`src/rtl/gray_pkg.sv`:
```
// Shared constants for the Gray-code counter and its encoder.
package gray_pkg;

  localparam int unsigned GRAY_W_DEFAULT = 4;
  localparam int unsigned GRAY_W_MAX     = 16;

endpackage

```
`src/rtl/bin2gray.sv`:
```
// Combinational binary-to-Gray encoder, reusable wherever a Gray code is needed.
module bin2gray
  import gray_pkg::*;
#(
  parameter int unsigned WIDTH = GRAY_W_DEFAULT
) (
  input  logic [WIDTH-1:0] bin,
  output logic [WIDTH-1:0] gray
);

  assign gray = bin ^ (bin >> 1);

endmodule

```
`src/rtl/gray_counter.sv`:
```
// Up/down binary counter with a registered Gray copy, safe to synchronise across clock domains.
module gray_counter
  import gray_pkg::*;
#(
  parameter int unsigned WIDTH = GRAY_W_DEFAULT
) (
  input  logic             clk,
  input  logic             rst,
  input  logic             en,
  input  logic             up,
  input  logic             load,
  input  logic [WIDTH-1:0] load_bin,
  output logic [WIDTH-1:0] bin,
  output logic [WIDTH-1:0] gray,
  output logic             wrap
);

  if (WIDTH < 2 || WIDTH > GRAY_W_MAX) begin : g_bad_width
    $error("gray_counter: WIDTH out of range");
  end

  localparam logic [WIDTH-1:0] One = WIDTH'(1);

  logic [WIDTH-1:0] bin_q, bin_next;
  logic [WIDTH-1:0] gray_q, gray_next;
  logic             wrap_q, wrap_next;

  // Priority: load over step over hold; reset is applied in the register process.
  always_comb begin
    bin_next  = bin_q;
    wrap_next = 1'b0;
    if (load) begin
      bin_next = load_bin;
    end else if (en) begin
      if (up) begin
        bin_next  = bin_q + One;
        wrap_next = &bin_q;
      end else begin
        bin_next  = bin_q - One;
        wrap_next = ~|bin_q;
      end
    end
  end

  // Gray is encoded from the next binary value so both registers update on the same edge.
  bin2gray #(
    .WIDTH(WIDTH)
  ) u_enc (
    .bin (bin_next),
    .gray(gray_next)
  );

  always_ff @(posedge clk) begin
    if (rst) begin
      bin_q  <= '0;
      gray_q <= '0;
      wrap_q <= 1'b0;
    end else begin
      bin_q  <= bin_next;
      gray_q <= gray_next;
      wrap_q <= wrap_next;
    end
  end

  assign bin  = bin_q;
  assign gray = gray_q;
  assign wrap = wrap_q;

endmodule

```
`config.mk`:
```
export PLATFORM = sky130hd
export DESIGN_NAME = gray_counter
export DESIGN_NICKNAME = d
export VERILOG_FILES = /design/src/rtl/gray_pkg.sv /design/src/rtl/bin2gray.sv /design/src/rtl/gray_counter.sv
export SDC_FILE = /design/constraint.sdc
export NUM_CORES = 1
export LEC_CHECK = 0
export CAP_MARGIN = 25
export CORE_AREA = 3 3 40 42
export DETAILED_ROUTE_END_ITERATION = 6
export DIE_AREA = 0 0 43 45
export GPL_TIMING_DRIVEN = 0
export HOLD_SLACK_MARGIN = 0.08
export PLACE_DENSITY = 0.67
export SLEW_MARGIN = 20
export SYNTH_ARGS = -nofsm -noshare
export SYNTH_HDL_FRONTEND = slang
export SYNTH_SLANG_ARGS = --single-unit
```
`constraint.sdc`:
```
create_clock -name clk -period 2.29 [get_ports clk]
set_input_delay 0.229 -clock clk [delete_from_list [all_inputs] [get_ports clk]]
set_output_delay 0.229 -clock clk [all_outputs]
set_load 0.02 [all_outputs]
```
Word level (Yosys, flattened, before mapping). Cells that the tools add are included.

Add/sub/neg operators: 2. Muxes and demuxes: 4. Bitwise logic cells: 2. Reduce and logical (&&, ||, !) cells: 4.

Operators with widths (number): 2-to-1 mux 4 bit (3); adder 4 x 1 -> 4 bit (second input constant) (1); AND reduction 4 bit (1); OR reduction 4 bit (1); subtractor 4 x 1 -> 4 bit (second input constant) (1); XOR 4 x 3 -> 4 bit (1); OR reduction 3 bit (1); zero test 1 bit (1); 2-to-1 mux 1 bit (1); NOT 1 bit (1).

Register bits: 9. Input bits: 9. Output and inout port bits: 9.

Logic depth before layout (Yosys ltp). Gate-level depths: netlist of the first run.

Depth in word-level cells: 5. Gate-level depth with buffers: 6. Mapped depth without buffers: 6.

Hierarchy. Synthesis of the first run repeated with hierarchy kept, for this count alone.

Cells, all modules: 51. Area, all modules: 515.5 sq um.

Modules (own cells, without submodules): gray_counter (instances 1, cells an instance 47, area each 481.7 sq um); bin2gray (instances 1, cells an instance 4, area each 33.8 sq um).

Least setup slack after synthesis of the first run. Ideal clock, no wire load.

Kind: flip-flop to flip-flop. From: register bin_q[0] (netlist: bin[0]). To: register gray_q[1] (netlist: gray[1]). Arrival time: 1.669 ns. Data required time: 2.168 ns. Slack: 0.499 ns. Cell stages (with the launch flop): 6. Path buffers: 0. Cell sequence: dfxtp_1 > fa_1 > mux2_2 > mux2i_1 > or3_1 > a21oi_1.

Word-level cells in the longest chain between the ends: 5. Elaborated cells between the ends (all ways): 6. Classes of those cells: add/sub (2); mux (3); bitwise (1).

Ends and longest elaborated chain: from (decl) (line gray_counter.sv:24) `logic [WIDTH-1:0] bin_q, bin_next;`; from (signal assigned) (line gray_counter.sv:59) `bin_q <= bin_next;`; subtractor 4 x 1 -> 4 bit or adder 4 x 1 -> 4 bit (tied branches) (line gray_counter.sv:39, gray_counter.sv:36); 2-to-1 mux 4 bit (*) (line gray_counter.sv:35) `if (up) begin`; 2-to-1 mux 4 bit (*) (line gray_counter.sv:34) `end else if (en) begin`; 2-to-1 mux 4 bit (*) (line gray_counter.sv:32) `if (load) begin`; XOR 4 x 3 -> 4 bit (*) (line bin2gray.sv:11) `assign gray = bin ^ (bin >> 1);`; to (signal assigned) (line gray_counter.sv:60) `gray_q <= gray_next;`; to (decl) (line gray_counter.sv:25) `logic [WIDTH-1:0] gray_q, gray_next;`.

Mark *: on every way between the ends. The rest lies on a longest branch, timed or not. A chain may end at the register's enable or synchronous reset.

Final worst setup path of the first run.
From: input port up. To: register gray_q[1] (netlist: gray[1]).

Word-level cells in the longest chain between the ends: 4.

Ends and longest elaborated chain: from (decl) (line gray_counter.sv:10) `input logic up,`; 2-to-1 mux 4 bit (line gray_counter.sv:35); 2-to-1 mux 4 bit (line gray_counter.sv:34); 2-to-1 mux 4 bit (line gray_counter.sv:32); XOR 4 x 3 -> 4 bit (line bin2gray.sv:11).

Every way passes these cells.

==> results.md, run 1 <==
Global route:
- The number of global-route vias before repair is between 300 and 400.
- The met3 capacity usage during global routing is ~6.4%.
- The largest net degree at the start of global routing is 11.
- The wire length of the first global-routing pass is 1725 um.
- The overall track demand over capacity in global routing is 13.11%.
- The number of antenna violations at the first check in global routing was 0.
- The global routing usage on met2 is roughly 17%.
- The global-route layer with the greatest usage is met2.
- The met1 track demand over resource in global routing is roughly 16%.
- The residual overflow from global routing is 0.

Clock tree:
- Post-CTS timing repair inserted 0 buffers for setup.
- For this design, the CTS-stage hold fixing added 0 buffers.
- The depth of the CTS H-tree is 1.
- Clock-pin slew was measured on the worst setup and hold paths at about 0.05 ns.
- The clock drives 8 sinks.
- In this run the clock root is driven by a sky130_fd_sc_hd__clkbuf_4.
- Buffers inserted during clock tree synthesis total 3.
- The number of gates resized after CTS is 0.
- The maximum number of buffers from clock root to sink is 2.
- The TritonCTS clock tree is done.
- The clock network latency to the later pin of the worst-skew pair is around 0.26 ns.

Floorplanning:
- During I/O placement, the number of pins put on the boundary was 18.
- The placement row count is 13.
- The die footprint is between 0.0015 and 0.002 mm^2.
- In this run the vertical extent of the chip is between 40 and 50 um.
- The core box area is 0.001285 mm^2.
- The width of the die is 43 um.
- The initial utilization of the core area, before any placement, comes to roughly 38%.

Worst setup path:
- The critical path contains buffers and inverters numbering 2 combined.
- The most critical setup path has its startpoint at up.
- Among all stages on the critical path, the largest delay is contributed by sky130_fd_sc_hd__clkdlybuf4s50_1.
- STA classifies the critical path endpoint as a flop.
- The worst setup path is launched from an input port.
- In this run the critical register-to-register path is captured at gray[1].
- The most critical setup path has its endpoint at gray[1].
- In this run the worst path has a maximum fanout of 7.
- For this run, the slowest stage of the critical path takes between 0.5 and 0.6 ns.
- The type of the worst setup path is input port to flop.
- The family with the most delay on the worst path is buffers and inverters.
- The setup check on the worst reg-to-reg path leaves a slack of 0.46 ns.
- The arrival time of the worst setup path is between 2 and 2.5 ns.
- In this run the number of cells on the critical path is 7.
- The worst register-to-register path has a depth of 5.
- The critical register-to-register path startpoint is bin[0].
- Traced cell by cell, the critical path runs through clkdlybuf4s50_1 -> inv_1 -> fa_1 -> mux2_2 -> mux2i_1 -> o21ai_0 -> a21oi_1.
- The required time at the endpoint of the critical path is 2.48 ns.

Layout:
- The net count reported at finish is 86.
- Cells with a size suffix above 1 make up roughly 14% of the layout.
- Cells fill 54.14% of the core in the end.
- 0 antenna diodes ended up in the layout.
- The relative area change from synthesis to final layout is 40.76%.

Timing:
- Setup repair after global routing left no endpoint under its margin.
- Setup violations remaining at the end of the flow were counted as 0.
- On the final layout, the worst clock skew is around 0.0012 ns.
- The max-slew headroom at the worst pin is roughly 73%.
- The number of hold violations in the final report is 0.
- The count of pins over their slew limit is 0.
- The maximum clock frequency is between 400 and 500 MHz.
- The time the final worst path needs with I/O delays and setup is 2.037 ns.
- After layout, the worst path uses approximately nine tenths of the clock period.
- The slew at the pin with the worst max-slew slack is 0.4081 ns.
- The tightest hold path in the finished design has a slack of about 0.29 ns.

Route:
- The number of violations reported at the end of detailed-routing iteration 0 is 3.
- In the routed design, unresolved DRC markers number 0.
- The detailed-route wire length per cell is about 12 um.
- Summed over all layers, the routed wires come to roughly 1000 um.
- The routed layout has 429 vias.
- The count of nets left with antenna violations once routing finished came out at 0.
- The routed via count divided by cell count is about 5.
- The first-pass iteration count of the detailed router is 2.

Yosys:
- When the netlist entered floorplanning its net count stood at 65.
- By area the synthesized netlist is led by sky130_fd_sc_hd__dfxtp_1 (32%), sky130_fd_sc_hd__mux2i_1 (6.1%), sky130_fd_sc_hd__ha_1 (5.1%).
- The share of synthesized area in the top cell type comes to between 30% and 40%.
- The synthesized netlist cell count is 53.
- Sequential cells were found to cover around 32% of the synthesized design area.
- The compound-gate portion of the synthesized area is 15.19%.
- Counting flops and latches in the post-synthesis netlist gives 8.
- The synthesized netlist devotes around a quarter of its cell area to simple gates.
- Among all flip-flop cells after synthesis, the most frequent one is sky130_fd_sc_hd__dfxtp_1.
- After synthesis, the largest family of logic cells by area is simple AND/OR/NAND/NOR gates.
- Yosys mapped a number of flops with a built-in enable equal to 0.
- In this run, distinct cell masters in the synthesized netlist total 31.
- The summed instance area of the synthesized netlist is between 400 and 500 um^2.
- The dominant cell by count in the synthesized netlist is sky130_fd_sc_hd__dfxtp_1.
- The xor/xnor cell area share of the yosys netlist is between 5 and 6%.
- Summed over all instances, the cell type with the most area after synthesis is sky130_fd_sc_hd__dfxtp_1.
- The adder-cell share of the synthesized area is 9.114%.
- Of all flip-flops after synthesis, the portion carrying an async set or reset was 0%.
- In this run the mean area of a mapped cell was 9.325 um^2.
- By count the netlist is led by sky130_fd_sc_hd__dfxtp_1 (8), sky130_fd_sc_hd__nor2_1 (6), sky130_fd_sc_hd__mux2i_1 (3).
- The Yosys step of the flow raised 0 warnings.
- The multiplexer fraction of the synthesized cell area is between 8 and 9%.

Power and ir drop:
- VDD sags by at most approximately 0.00046 V.
- The analysis attributes to cell leakage a power of 0.3022 nW.
- In this run the power density over the cells is roughly 600 mW/mm^2.

Placed design:
- Summed over all nets, the half-perimeter wirelength after detailed placement is 764.6 um.
- The count of buffers inserted at the top-level ports is 16.
- The final weighted congestion in routability-driven placement is roughly 0.7.

Run status:
- The flow ran to the end, and the final reports show no timing, DRC or antenna violations.

Worst hold path:
- The class of the worst hold path is input port to flop.

Flow run:
- Across the run, the number of max-cap violations was 0.
[logic make-up after synthesis]
logic type	Yosys count
DFF	8
and+or+nand+nor	19
buffers and inverters	5
AOI/OAI and AO/OA	11
adders and majority gates	3
muxes	4
xor gates and xnor gates	3
[metal layers]
metal / vias to the layer above / wire, um
met1: 174 / 497
met5: - / 0
met3: 4 / 86
met2: 18 / 384
li1: 233 / -
met4: 0 / 32
[layout make-up]
type | instances | area, um^2
Fill cell | 126 | 589.3
Multi-Input combinational cell | 40 | 306.5
Sequential cell | 8 | 160.2
Timing Repair Buffer | 16 | 160.2
Clock buffer | 3 | 22.52
Buffer | 3 | 20.02
Tap cell | 15 | 18.77
Inverter | 2 | 7.507
[cell usage in the layout (no fill, tap or decap), types with 2 or more instances in the layout]
master                            Yosys  layout
sky130_fd_sc_hd__a21oi_1              2       2
sky130_fd_sc_hd__buf_4                2       2
sky130_fd_sc_hd__clkbuf_4             0       3
sky130_fd_sc_hd__clkdlybuf4s50_1      0      16
sky130_fd_sc_hd__dfxtp_1              8       8
sky130_fd_sc_hd__ha_1                 2       2
sky130_fd_sc_hd__inv_1                2       2
sky130_fd_sc_hd__mux2i_1              3       3
sky130_fd_sc_hd__nand3_1              2       2
sky130_fd_sc_hd__nor2_1               6       6
sky130_fd_sc_hd__o21ai_0              2       2
sky130_fd_sc_hd__or3_1                2       2
sky130_fd_sc_hd__xnor2_1              2       2
[power by group]
part	total (mW)	switching (mW)	leakage, nW	internal (mW)
sequential	0.167	0.0129	0.0663	0.154
clock	0.108	0.0480	0.0138	0.0600
combinational	0.136	0.0628	0.222	0.0735
[metrics by stage]
step	power (mW)	instances	area, um^2	TNS (ns)	worst slack, ns
detailed placement	0.3066	84	673.1	0	0.0005116
global route	0.4407	87	695.7	0	0.1391
floorplan	0.2503	53	494.2	0	0.4993
CTS	0.4170	87	695.7	0	0.2656
finish	0.4108	87	695.7	0	0.2525
global placement	0.3060	84	673.1	-0.01620	-0.01385
[worst min path at each step]
stage / startpoint / end / slack (ns) / cells after the start
after detailed placement: en / wrap / 0.55 / 2
after CTS: en / wrap / 0.28 / 2
after floorplan: rst / gray[1] / 0.30 / 1
final: en / wrap / 0.29 / 2
after global placement: en / wrap / 0.56 / 2
after global routing: en / wrap / 0.29 / 2
[state kept, by name, summed over array words and instances (netlist names)]
register	cells
bin	4
gray	3
wrap	1
Power figures use the tool's default switching activity.
==> run 2, diff against run 1 <==
--- a/config.mk
+++ b/config.mk
@@ -6,9 +6,10 @@
 export NUM_CORES = 1
 export LEC_CHECK = 0
 export CAP_MARGIN = 25
-export CORE_AREA = 3 3 40 42
+export CORE_AREA = 2 2 39 41
+export CTS_BUF_LIST = sky130_fd_sc_hd__clkbuf_4 sky130_fd_sc_hd__clkbuf_8
 export DETAILED_ROUTE_END_ITERATION = 6
-export DIE_AREA = 0 0 43 45
+export DIE_AREA = 0 0 41 43
 export GPL_TIMING_DRIVEN = 0
 export HOLD_SLACK_MARGIN = 0.08
 export PLACE_DENSITY = 0.67
==> constraint.sdc (replaced) <==
create_clock -name clk -period 2.29 [get_ports clk]
set_input_delay 0.458 -clock clk [delete_from_list [all_inputs] [get_ports clk]]
set_output_delay 0.458 -clock clk [all_outputs]
set_load 0.02 [all_outputs]
==> run 2 against run 1 <==
Global-route usage is 2.0 points higher. Clock power hardly changed. Sequential share of layout area is 0.41 points lower. Count of clock-buffer cells in the layout stayed put. Die area is 8.9% lower. Final area is 1.8% higher. Combinational power is 3% higher. Flip-flop and latch count stayed put. First-iteration DRC count stayed put.
==> results.md, run 2 (synthesis results as in run 1) <==
Worst setup path:
- The type of destination of the critical path is an output pin (was flop).
- The capturing point of the worst reg2reg path is gray[1] (unchanged).
- The type of the worst setup path is flop to output pin (was input port to flop).
- The kind of launch point of the worst setup path was a flop (was input port).
- The critical register-to-register path startpoint is bin[0] (unchanged).
- The cell depth of the worst flop-to-flop path is 5 (unchanged).
- The slack of the worst reg-to-reg path was 0.48 ns (was 0.46 ns).
- The maximum fanout along the worst path is 9 (was 7).
- The arrival time of the worst setup path is 1.47 ns (was 2.23 ns).
- The required time at the endpoint of the critical path came to 1.83 ns (was 2.48 ns).

Timing:
- The worst setup skew after layout is 0.006760 ns (was 0.001219 ns).
- The max-slew headroom at the worst pin is 81.78% (was 72.63%).
- Unrepaired setup endpoints after global routing: false (unchanged).
- The time the final worst path needs with I/O delays and setup was 1.923 ns (was 2.037 ns).
- The count of pins over their slew limit is 0 (unchanged).
- The final setup TNS came to 0 ns (unchanged).
- The maximum clock frequency was 520.0 MHz (was 490.8 MHz).
- The slew at the pin with the worst max-slew slack is 0.2679 ns (was 0.4081 ns).
- The number of hold violations in the final report is 0 (unchanged).
- The count of final setup violators is 0 (unchanged).
- The ratio of final minimum period to clock period is 83.98% (was 88.97%).

Placed design:
- The count of buffers inserted at the top-level ports is 16 (unchanged).
- The standard cell area after detailed placement is 674.4 um^2 (was 673.1 um^2).
- The number of instances in the placed design was 85 (was 84).
- The final weighted congestion in routability-driven placement came to 0.6978 (was 0.6994).
- The half-perimeter wire length after detailed placement is 783.5 um (was 764.6 um).

Clock tree:
- The maximum number of buffers from clock root to sink is 2 (unchanged).
- The depth of the CTS H-tree was 1 (unchanged).
- The count of clock tree sinks was 8 (unchanged).
- The root buffer cell is sky130_fd_sc_hd__clkbuf_4 (unchanged).
- The clock network latency to the later pin of the worst-skew pair is 0.25 ns (was 0.26 ns).
- The CTS clock-pin slew for the worst setup and hold paths was 0.05 ns (about the same).
- The number of buffers inserted during clock tree synthesis is 3 (unchanged).
- The number of hold buffers added after cts came to 0 (unchanged).
- The TritonCTS clock tree is done (unchanged).

Floorplanning:
- The die footprint is 0.001763 mm^2 (was 0.001935 mm^2).
- The y dimension of the die is 43 um (was 45 um).
- The core box area came to 0.001384 mm^2 (was 0.001285 mm^2).
- The effective utilization at floorplan is 35.71% (was 38.46%).
- The count of boundary I/O pins is 18 (unchanged).
- The placement row count is 14 (was 13).
- The width of the die came to 41 um (was 43 um).

Global route:
- The residual overflow from global routing was 0 (unchanged).
- The number of global-route vias before repair is 417 (was 380).
- The number of antenna violations at the first check in global routing is 0 (unchanged).
- The global-route layer with the greatest usage is met2 (unchanged).
- The wire length of the first global-routing pass is 1773 um (was 1725 um).
- The overall track demand over capacity in global routing is 15.11% (was 13.11%).
- The global routing usage on met2 was 21.56% (was 16.77%).
- The largest net degree at the start of global routing is 11 (unchanged).
- The met1 track demand over resource in global routing is 18.51% (was 16.26%).
- The met3 capacity usage during global routing is 9.424% (was 6.375%).

Worst hold path:
- The worst hold path startpoint is en (unchanged).
- The number of cells on the worst hold path is 2 (unchanged).
- The class of the worst hold path is input port to flop (unchanged).
- The worst min-delay path endpoint is wrap (unchanged).

Route:
- The number of violations reported at the end of detailed-routing iteration 0 is 3 (unchanged).
- The total number of vias is 450 (was 429).
- The total routed wirelength is 1005 um (was 1001 um).
- The post-detailed-route count of antenna-violating nets came to 0 (unchanged).
- The remaining routing DRC violations came to 0 (unchanged).
- The first-pass iteration count of the detailed router is 3 (was 2).
- The detailed-route wire length per cell was 11.42 um (was 11.51 um).
- The routed via count divided by cell count is 5.114 (was 4.931).

Flow run:
- The number of maximum-capacitance constraint violations is 0 (unchanged).

Layout:
- The non-filler instance count after layout is 88 (was 87).
- The relative area change from synthesis to final layout is 43.29% (was 40.76%).
- The most frequent standard cell in the layout excluding fill and tap cells is sky130_fd_sc_hd__clkdlybuf4s50_1 (unchanged).
- The number of flip-flops in the largest register is 4 (unchanged).
- Top library cells by usage in the layout, fill and taps aside: sky130_fd_sc_hd__clkdlybuf4s50_1 (15), sky130_fd_sc_hd__dfxtp_1 (8), sky130_fd_sc_hd__nor2_1 (6) (was sky130_fd_sc_hd__clkdlybuf4s50_1 (16), sky130_fd_sc_hd__dfxtp_1 (8), sky130_fd_sc_hd__nor2_1 (6)).
- The diode insertion count for antenna repair is 0 (unchanged).
- The final non-filler cell area is 708.2 um^2 (was 695.7 um^2).
- The filler cell count in the final layout is 141 (was 126).
- The net count reported at finish is 86 (unchanged).
- The layout cell share with drive strength beyond 1 is 16.67% (was 13.89%).

Power and ir drop:
- The ratio of total power to cell area is 581.1 mW/mm^2 (was 590.5 mW/mm^2).
- The worst IR drop on VDD is 0.0003664 V (was 0.0004615 V).
- The leakage power figure is 0.3104 nW (was 0.3022 nW).

Run status:
- Outcome: complete, no violations (unchanged).
## run 2: cell count changes in the layout (fill, tap and decap cells not counted)
cell and change:
sky130_fd_sc_hd__a211oi_1 -1, sky130_fd_sc_hd__mux2i_2 +1, sky130_fd_sc_hd__a211oi_2 +1, sky130_fd_sc_hd__dlymetal6s2s_1 +1, sky130_fd_sc_hd__clkdlybuf4s50_1 -1, sky130_fd_sc_hd__mux2i_1 -1
## run 2: final cells by class
| class | instances | area, um^2 | share of cell area, % |
|---|---|---|---|
| inverters | 2 | 7.507 | 1.060 |
| flip-flops and latches | 8 | 160.2 | 22.61 |
| repair buffers | 16 | 162.7 | 22.97 |
| clock buffers | 3 | 22.52 | 3.180 |
| plain buffers | 3 | 20.02 | 2.827 |
| multi-input cells | 40 | 315.3 | 44.52 |
| well taps | 16 | 20.02 | 2.827 |
## run 2: critical path, cell delays in order, from the launching register on
cell	delay (ns)
sky130_fd_sc_hd__dfxtp_1	0.47
sky130_fd_sc_hd__buf_4	0.16
sky130_fd_sc_hd__clkdlybuf4s50_1	0.58
## run 2: repair_timing
item | 4_1_cts | 5_1_grt
gates resized for setup | 1 | 2
buffers inserted | 0 | 0
setup endpoints to repair | 1 | 4
pin swaps | 0 | 0
## run 2: through the flow
stage	utilization [%]	hold slack, ns	total power [mW]	setup WS, ns
finish	51.18	0.5214	0.4115	0.3668
global route	51.18	0.5181	0.4449	0.2384
CTS	50.63	0.5141	0.4161	0.01019
detailed placement	48.73	0.7462	0.3073	-0.2976
global placement	48.73	0.7172	0.3049	-0.2580
floorplan	-	0.5271	0.2503	0.4993
## run 2: worst max-delay path by stage
stage	from	to	slack, ns
after floorplan	bin[0]	gray[1]	0.50
after global placement	up	gray[1]	-0.26
after detailed placement	up	gray[1]	-0.30
after CTS	up	gray[1]	0.01
after global routing	up	gray[1]	0.24
final	bin[3]	gray[3]	0.37
## run 2: routing by layer
layer  routed length (um)  up-vias
li1                     -      232
met1                  426      204
met2                  499       14
met3                   78        0
met4                    0        0
met5                    0        -
## run 2: power by group
part / leakage [nW] / internal, mW / total, mW / switching (mW)
combinational: 0.230 / 0.0752 / 0.140 / 0.0650
clock: 0.0138 / 0.0598 / 0.105 / 0.0450
sequential: 0.0663 / 0.154 / 0.167 / 0.0130
